===== src/rtl/alu_pkg.sv =====
// Shared op codes and FSM state type for the sequential ALU.
// Imported by the top level and the test bench.
package alu_pkg;

  localparam logic [3:0] OP_ADD  = 4'b0001;
  localparam logic [3:0] OP_AND  = 4'b0010;
  localparam logic [3:0] OP_OR   = 4'b0011;
  localparam logic [3:0] OP_XOR  = 4'b0100;
  localparam logic [3:0] OP_SLTU = 4'b0101;
  localparam logic [3:0] OP_MUL  = 4'b0110;
  localparam logic [3:0] OP_PASS = 4'b0111;
  localparam logic [3:0] OP_SUB  = 4'b1000;
  localparam logic [3:0] OP_DIVU = 4'b1001;
  localparam logic [3:0] OP_REMU = 4'b1010;

  typedef enum logic [1:0] {
    S_IDLE,
    S_MUL,
    S_DIV,
    S_DONE
  } state_t;

  function automatic logic is_div_op(input logic [3:0] op);
    return (op == OP_DIVU) || (op == OP_REMU);
  endfunction

endpackage


===== src/rtl/alu_iter_muldiv.sv =====
// Iterative shift-add multiplier / restoring divider.
// One bit per cycle; shares accumulator, shift reg and counter.
module alu_iter_muldiv #(
  parameter int WIDTH = 32,
  parameter int CNT_W = $clog2(WIDTH + 1)
) (
  input  logic             clk,
  input  logic             reset,
  input  logic             start,
  input  logic             is_div,
  input  logic             rem_sel,
  input  logic [WIDTH-1:0] op_a,
  input  logic [WIDTH-1:0] op_b,
  output logic             done,
  output logic [WIDTH-1:0] result
);

  logic [CNT_W-1:0] cnt_q, cnt_d;
  logic             run_q, run_d;
  logic             div_q, div_d;
  logic             rem_q, rem_d;
  logic [WIDTH-1:0] acc_q, acc_d;
  logic [WIDTH-1:0] sh_q, sh_d;
  logic [WIDTH-1:0] opd_q, opd_d;
  logic [WIDTH:0]   part;
  logic [WIDTH-1:0] diff;
  logic             ge;

  // Restoring-division trial: shifted remainder against divisor.
  always_comb begin
    part = {acc_q, sh_q[WIDTH-1]};
    ge   = part >= {1'b0, opd_q};
    diff = part[WIDTH-1:0] - opd_q;
  end

  // Next-state for counter and shared datapath registers.
  always_comb begin
    cnt_d = cnt_q;
    run_d = run_q;
    div_d = div_q;
    rem_d = rem_q;
    acc_d = acc_q;
    sh_d  = sh_q;
    opd_d = opd_q;
    if (start) begin
      cnt_d = CNT_W'(WIDTH);
      run_d = 1'b1;
      div_d = is_div;
      rem_d = rem_sel;
      acc_d = '0;
      sh_d  = is_div ? op_a : op_b;
      opd_d = is_div ? op_b : op_a;
    end else if (run_q) begin
      cnt_d = cnt_q - 1'b1;
      if (cnt_q == CNT_W'(1)) begin
        run_d = 1'b0;
      end
      if (div_q) begin
        acc_d = ge ? diff : part[WIDTH-1:0];
        sh_d  = {sh_q[WIDTH-2:0], ge};
      end else begin
        if (sh_q[0]) begin
          acc_d = acc_q + opd_q;
        end
        opd_d = opd_q << 1;
        sh_d  = sh_q >> 1;
      end
    end
  end

  // Final iteration: hand the post-step value straight to the top.
  always_comb begin
    done   = run_q && (cnt_q == CNT_W'(1));
    result = div_q ? (rem_q ? acc_d : sh_d) : acc_d;
  end

  // Control registers: counter, busy, op kind.
  always_ff @(posedge clk or posedge reset) begin
    if (reset) begin
      cnt_q <= '0;
      run_q <= 1'b0;
      div_q <= 1'b0;
      rem_q <= 1'b0;
    end else begin
      cnt_q <= cnt_d;
      run_q <= run_d;
      div_q <= div_d;
      rem_q <= rem_d;
    end
  end

  // Datapath registers: accumulator, shift reg, operand.
  always_ff @(posedge clk or posedge reset) begin
    if (reset) begin
      acc_q <= '0;
      sh_q  <= '0;
      opd_q <= '0;
    end else begin
      acc_q <= acc_d;
      sh_q  <= sh_d;
      opd_q <= opd_d;
    end
  end

endmodule


===== src/rtl/alu_seq.sv =====
// Handshaked sequential ALU: FSM, single-cycle ops, flags.
// Mul/div are delegated to alu_iter_muldiv.
module alu_seq
  import alu_pkg::*;
#(
  parameter int WIDTH = 32,
  parameter int CNT_W = $clog2(WIDTH + 1)
) (
  input  logic             clk,
  input  logic             reset,
  input  logic             in_valid,
  output logic             in_ready,
  input  logic [WIDTH-1:0] data_a,
  input  logic [WIDTH-1:0] data_b,
  input  logic [3:0]       select,
  output logic             out_valid,
  input  logic             out_ready,
  output logic [WIDTH-1:0] y,
  output logic             zero,
  output logic             carry,
  output logic             overflow,
  output logic             div_by_zero
);

  localparam int MSB = WIDTH - 1;

  state_t           state_q, state_d;
  logic [WIDTH-1:0] y_q, y_d;
  logic             zero_q, zero_d;
  logic             carry_q, carry_d;
  logic             ovf_q, ovf_d;
  logic             dbz_q, dbz_d;

  logic [WIDTH:0]   sum;
  logic [WIDTH:0]   dif;
  logic [WIDTH-1:0] sc_y;
  logic             sc_c, sc_o, sc_d;
  logic             is_mul, is_dv, b_zero;
  logic             start;
  logic             it_done;
  logic [WIDTH-1:0] it_res;

  alu_iter_muldiv #(
    .WIDTH(WIDTH),
    .CNT_W(CNT_W)
  ) u_iter (
    .clk    (clk),
    .reset  (reset),
    .start  (start),
    .is_div (is_dv),
    .rem_sel(select == OP_REMU),
    .op_a   (data_a),
    .op_b   (data_b),
    .done   (it_done),
    .result (it_res)
  );

  // Single-cycle results and flags, including divide-by-zero.
  always_comb begin
    sum  = {1'b0, data_a} + {1'b0, data_b};
    dif  = {1'b0, data_a} + {1'b0, ~data_b}
         + {{WIDTH{1'b0}}, 1'b1};
    sc_y = '0;
    sc_c = 1'b0;
    sc_o = 1'b0;
    sc_d = 1'b0;
    case (select)
      OP_ADD: begin
        sc_y = sum[WIDTH-1:0];
        sc_c = sum[WIDTH];
        sc_o = (data_a[MSB] == data_b[MSB])
            && (sum[MSB] != data_a[MSB]);
      end
      OP_SUB: begin
        sc_y = dif[WIDTH-1:0];
        sc_c = dif[WIDTH];
        sc_o = (data_a[MSB] != data_b[MSB])
            && (dif[MSB] != data_a[MSB]);
      end
      OP_AND:  sc_y = data_a & data_b;
      OP_OR:   sc_y = data_a | data_b;
      OP_XOR:  sc_y = data_a ^ data_b;
      OP_SLTU: sc_y = {{(WIDTH-1){1'b0}}, data_a < data_b};
      OP_PASS: sc_y = data_a;
      OP_DIVU: begin
        sc_y = '1;
        sc_d = 1'b1;
      end
      OP_REMU: begin
        sc_y = data_a;
        sc_d = 1'b1;
      end
      default: sc_y = '0;
    endcase
  end

  // Op classification for the issue decision.
  always_comb begin
    is_mul = select == OP_MUL;
    is_dv  = is_div_op(select);
    b_zero = data_b == '0;
  end

  // FSM next state, iterative start, result/flag capture.
  always_comb begin
    state_d = state_q;
    y_d     = y_q;
    zero_d  = zero_q;
    carry_d = carry_q;
    ovf_d   = ovf_q;
    dbz_d   = dbz_q;
    start   = 1'b0;
    case (state_q)
      S_IDLE: begin
        if (in_valid) begin
          unique case (1'b1)
            is_mul: begin
              start   = 1'b1;
              state_d = S_MUL;
            end
            is_dv && !b_zero: begin
              start   = 1'b1;
              state_d = S_DIV;
            end
            default: begin
              y_d     = sc_y;
              zero_d  = sc_y == '0;
              carry_d = sc_c;
              ovf_d   = sc_o;
              dbz_d   = sc_d;
              state_d = S_DONE;
            end
          endcase
        end
      end
      S_MUL, S_DIV: begin
        if (it_done) begin
          y_d     = it_res;
          zero_d  = it_res == '0;
          carry_d = 1'b0;
          ovf_d   = 1'b0;
          dbz_d   = 1'b0;
          state_d = S_DONE;
        end
      end
      S_DONE: begin
        if (out_ready) begin
          state_d = S_IDLE;
        end
      end
      default: state_d = S_IDLE;
    endcase
  end

  // State register.
  always_ff @(posedge clk or posedge reset) begin
    if (reset) begin
      state_q <= S_IDLE;
    end else begin
      state_q <= state_d;
    end
  end

  // Result and flag registers, frozen while DONE waits.
  always_ff @(posedge clk or posedge reset) begin
    if (reset) begin
      y_q     <= '0;
      zero_q  <= 1'b0;
      carry_q <= 1'b0;
      ovf_q   <= 1'b0;
      dbz_q   <= 1'b0;
    end else begin
      y_q     <= y_d;
      zero_q  <= zero_d;
      carry_q <= carry_d;
      ovf_q   <= ovf_d;
      dbz_q   <= dbz_d;
    end
  end

  assign in_ready    = state_q == S_IDLE;
  assign out_valid   = state_q == S_DONE;
  assign y           = y_q;
  assign zero        = zero_q;
  assign carry       = carry_q;
  assign overflow    = ovf_q;
  assign div_by_zero = dbz_q;

endmodule


===== config.mk =====
export PLATFORM = sky130hd
export DESIGN_NAME = alu_seq
export DESIGN_NICKNAME = d
export VERILOG_FILES = /design/src/rtl/alu_pkg.sv /design/src/rtl/alu_iter_muldiv.sv /design/src/rtl/alu_seq.sv
export SDC_FILE = /design/constraint.sdc
export NUM_CORES = 1
export LEC_CHECK = 0
export ABC_AREA = 1
export CORE_MARGIN = 2
export CORE_UTILIZATION = 60
export CTS_CLUSTER_SIZE = 30
export DETAILED_ROUTE_END_ITERATION = 10
export DONT_BUFFER_PORTS = 1
export PLACE_DENSITY = 0.79
export SETUP_SLACK_MARGIN = 0.4
export SLEW_MARGIN = 40
export SYNTH_ARGS = -nofsm -noshare
export SYNTH_HDL_FRONTEND = slang
export SYNTH_SLANG_ARGS = --single-unit
export TNS_END_PERCENT = 5

===== constraint.sdc =====
create_clock -name clk -period 4.75 [get_ports clk]
set_input_delay 0.95 -clock clk [delete_from_list [all_inputs] [get_ports clk]]
set_output_delay 0.95 -clock clk [all_outputs]
set_load 0.05 [all_outputs]

==> impl_metrics.json <==
{
  "status": "finished, final reports clean",
  "cts-root-buf": "clkbuf_16",
  "antenna_found_initial": 3,
  "cts_setup_buffers": 0,
  "ys_warn_count": 0,
  "wl_per_cell_microns": 20.7,
  "nets": 3645,
  "num_antenna_cells": 0,
  "avgSynthCellArea_sq_um": 5.69,
  "ant_nets": 0,
  "ir_worst_vdd_mv": 0.338,
  "dieArea_sq_um": 34400,
  "async_reset_ff_share_pct": 100,
  "path_clk_slew_ps": 70,
  "worst_pin_slew_ps": 921,
  "slew_headroom_pct": 38.0,
  "maxCapViolations": 0,
  "finalSetupTns_ps": 0,
  "power_leakage_uw": 0.0111,
  "cts_tree": "built",
  "worst_hold_path_type": "in2async",
  "top_layer_used": "met5",
  "stdcell_count": 3861,
  "met1Wirelength_mm": 29.6,
  "wl_met3_mm": 9.54,
  "syn_inst": 3474,
  "cts-resized-gates": 0,
  "slew_violations": 0,
  "clock_skew_ps": 14.1,
  "vias_per_cell": 6.15,
  "cp-end-kind": "flop",
  "drc": 0,
  "synth_area_sq_um": 19800,
  "gr-usage-all-layers_pct": 46.0,
  "h-tree-depth": 4,
  "cts_hold_buf": 0,
  "whs_ps": 451,
  "min_period_over_period_pct": 81.9,
  "dpl_worst_slack_ps": 632,
  "area_delta_synth_final_pct": 4.43,
  "syn_nets": 3713,
  "grt_pass1_vias": 22200,
  "nFillCells": 3210,
  "rsz0062_at_grt": "false",
  "synth_ff_type": "dfrtp_1",
  "fp.dieH_microns": 185,
  "ys_seq_area_share_pct": 18.1,
  "drt_first_pass_iters": 6,
  "grt.overflow.total": 0,
  "grt_max_degree": 144,
  "port_buffers": 0,
  "ios": 110,
  "place_congestion": 1.14,
  "clk_path_buf_depth": 2,
  "wl_met2_mm": 34.7,
  "setup_viol": 0,
  "vias": 23700,
  "drt_iter0_markers": 3127,
  "cp-start-kind": "flop",
  "synth_edf_count": 0,
  "p_per_area_nw_per_um2": 619,
  "coreArea_sq_um": 32500,
  "die_w_microns": 185,
  "rows": 66,
  "insertion_delay_ps": 440,
  "dpl.cell_count": 3828,
  "dp_hpwl_mm": 63.1,
  "drive_above_1_share_pct": 3.22,
  "grt_pass1_wl_mm": 120,
  "cp_max_fo": 36,
  "setup_ws_ps": 861,
  "finalHoldViolCount": 0,
  "numClockSinks": 143,
  "period_minus_slack_ps": 3890,
  "wirelength_mm": 80.0,
  "start_util_pct": 60.9,
  "worstPathRequired_ps": 5130,
  "ys_seq_elements": 143,
  "yosysUniqueCellTypes": 55,
  "cts_inserted_buffers": 17,
  "max_freq_mhz": 257,
  "crit_arrival_ps": 4270,
  "path_class": "reg2reg"
}
-- state kept, by name (all words and copies together), names as in the netlist --
signal	cells
carry	1
div_by_zero	1
overflow	1
state_q	2
u_iter.acc_q	32
u_iter.cnt_q	6
u_iter.div_q	1
u_iter.opd_q	32
u_iter.rem_q	1
u_iter.run_q	1
u_iter.sh_q	32
y	32
zero	1
-- per-stage QoR --
stage / power [uW] / utilization, % / area, sq um
after floorplan: 8830 / - / 19800
after global placement: 10900 / 61.7 / 20000
after detailed placement: 11100 / 61.7 / 20000
after CTS: 12400 / 63.5 / 20600
after global routing: 13800 / 63.6 / 20600
final: 12800 / 63.6 / 20600
-- power by group --
group / switching, uW / total [uW] / internal, uW
sequential: 915 / 2610 / 1690
clock: 589 / 1290 / 705
combinational: 6200 / 8880 / 2680
-- cells in the mapped netlist (10+ instances only) --
cell | n | area share, %
buf_1 | 10 | 0.19
xor2_1 | 10 | 0.44
a21oi_1 | 230 | 5.8
clkbuf_1 | 69 | 1.3
o211ai_1 | 55 | 2.1
o221ai_1 | 26 | 1.2
nand3_1 | 300 | 7.6
nand2_1 | 1089 | 21
inv_1 | 529 | 10
nand4_1 | 42 | 1.3
nor2_1 | 310 | 5.9
nand3b_1 | 12 | 0.46
dfrtp_1 | 143 | 18
buf_2 | 32 | 0.81
nor3_1 | 24 | 0.61
o21ai_0 | 270 | 6.8
ha_1 | 163 | 10
o22ai_1 | 31 | 0.98
-- path summary, 6_finish.rpt --
path / startpoint / to / slack [ps] / depth (start not counted)
setup / recovery: u_iter.opd_q[8] / zero / 860 / 23
hold / removal: reset / u_iter.acc_q[1] / 450 / 2
setup reg to reg: u_iter.opd_q[8] / zero / 860 / 23
hold reg to reg: u_iter.rem_q / u_iter.rem_q / 520 / 2
max in group asynchronous: reset / y[25] / 3530 / 3
min in group clk: u_iter.rem_q / u_iter.rem_q / 520 / 2
-- cell families (layout without fill, tap and decap cells) --
| group | Yosys count | after routing | synth area share, % |
|---|---|---|---|
| DFF | 143 | 143 | 18.1 |
| and+or+nand+nor | 1817 | 1817 | 38.1 |
| AOI/OAI and AO/OA | 674 | 674 | 19.3 |
| xor gates and xnor gates | 14 | 14 | 0.621 |
| buffers and inverters | 659 | 604 | 13.1 |
| adders and majority gates | 167 | 167 | 10.7 |
-- cell type report --
| cell class | count | area [sq um] | area share (%) |
|---|---|---|---|
| clock inverters | 13 | 104 | 0.503 |
| well taps | 442 | 553 | 2.68 |
| flip-flops and latches | 143 | 3580 | 17.4 |
| repair buffers | 34 | 292 | 1.41 |
| multi-input cells | 2672 | 13600 | 66.0 |
| inverters | 538 | 2030 | 9.82 |
| clock buffers | 19 | 453 | 2.20 |
-- cell usage in the layout, fill, tap and decap left out, types with 6 or more instances in the layout --
cell type and count:
o211ai_1 55, nand4_1 42, inv_1 526, o21ai_0 270, o21bai_1 9, ha_1 163, xor2_1 10, dfrtp_1 142
a21oi_1 230, or2_2 8, buf_4 31, nor2_1 308, o22ai_1 31, nand3_1 300, nand3b_1 12, nor3_1 24
a211oi_1 8, o221ai_1 26, clkbuf_16 17, nand2_1 1089, inv_2 6, a22oi_1 6
-- worst max-delay path, stage by stage (launching register included) --
cell     delay, ps
dfrtp_1        390
inv_1          150
ha_1           300
nand2_1        140
inv_1           50
a21oi_1        220
nand3_1        260
nand2_1        150
nand2_1        120
nand2_2        150
nand2_8        210
nor2_4         350
nand2_1         90
nand3_1        100
nand3_1        160
nand2_1        160
nand2_1         60
nor2_1         140
nand2_1        170
nor2_1         140
nand3_1        100
nand2_1         80
nand2_1         50
nand2_1         50
-- routing by layer --
layer / GRT usage [%] / vias to the layer above
met5: 0 / -
met4: 31.4 / 6
met3: 11.8 / 341
met2: 72.5 / 1508
met1: 55.1 / 10800
li1: - / 11100
No activity file was read; power rests on OpenSTA's default activity.
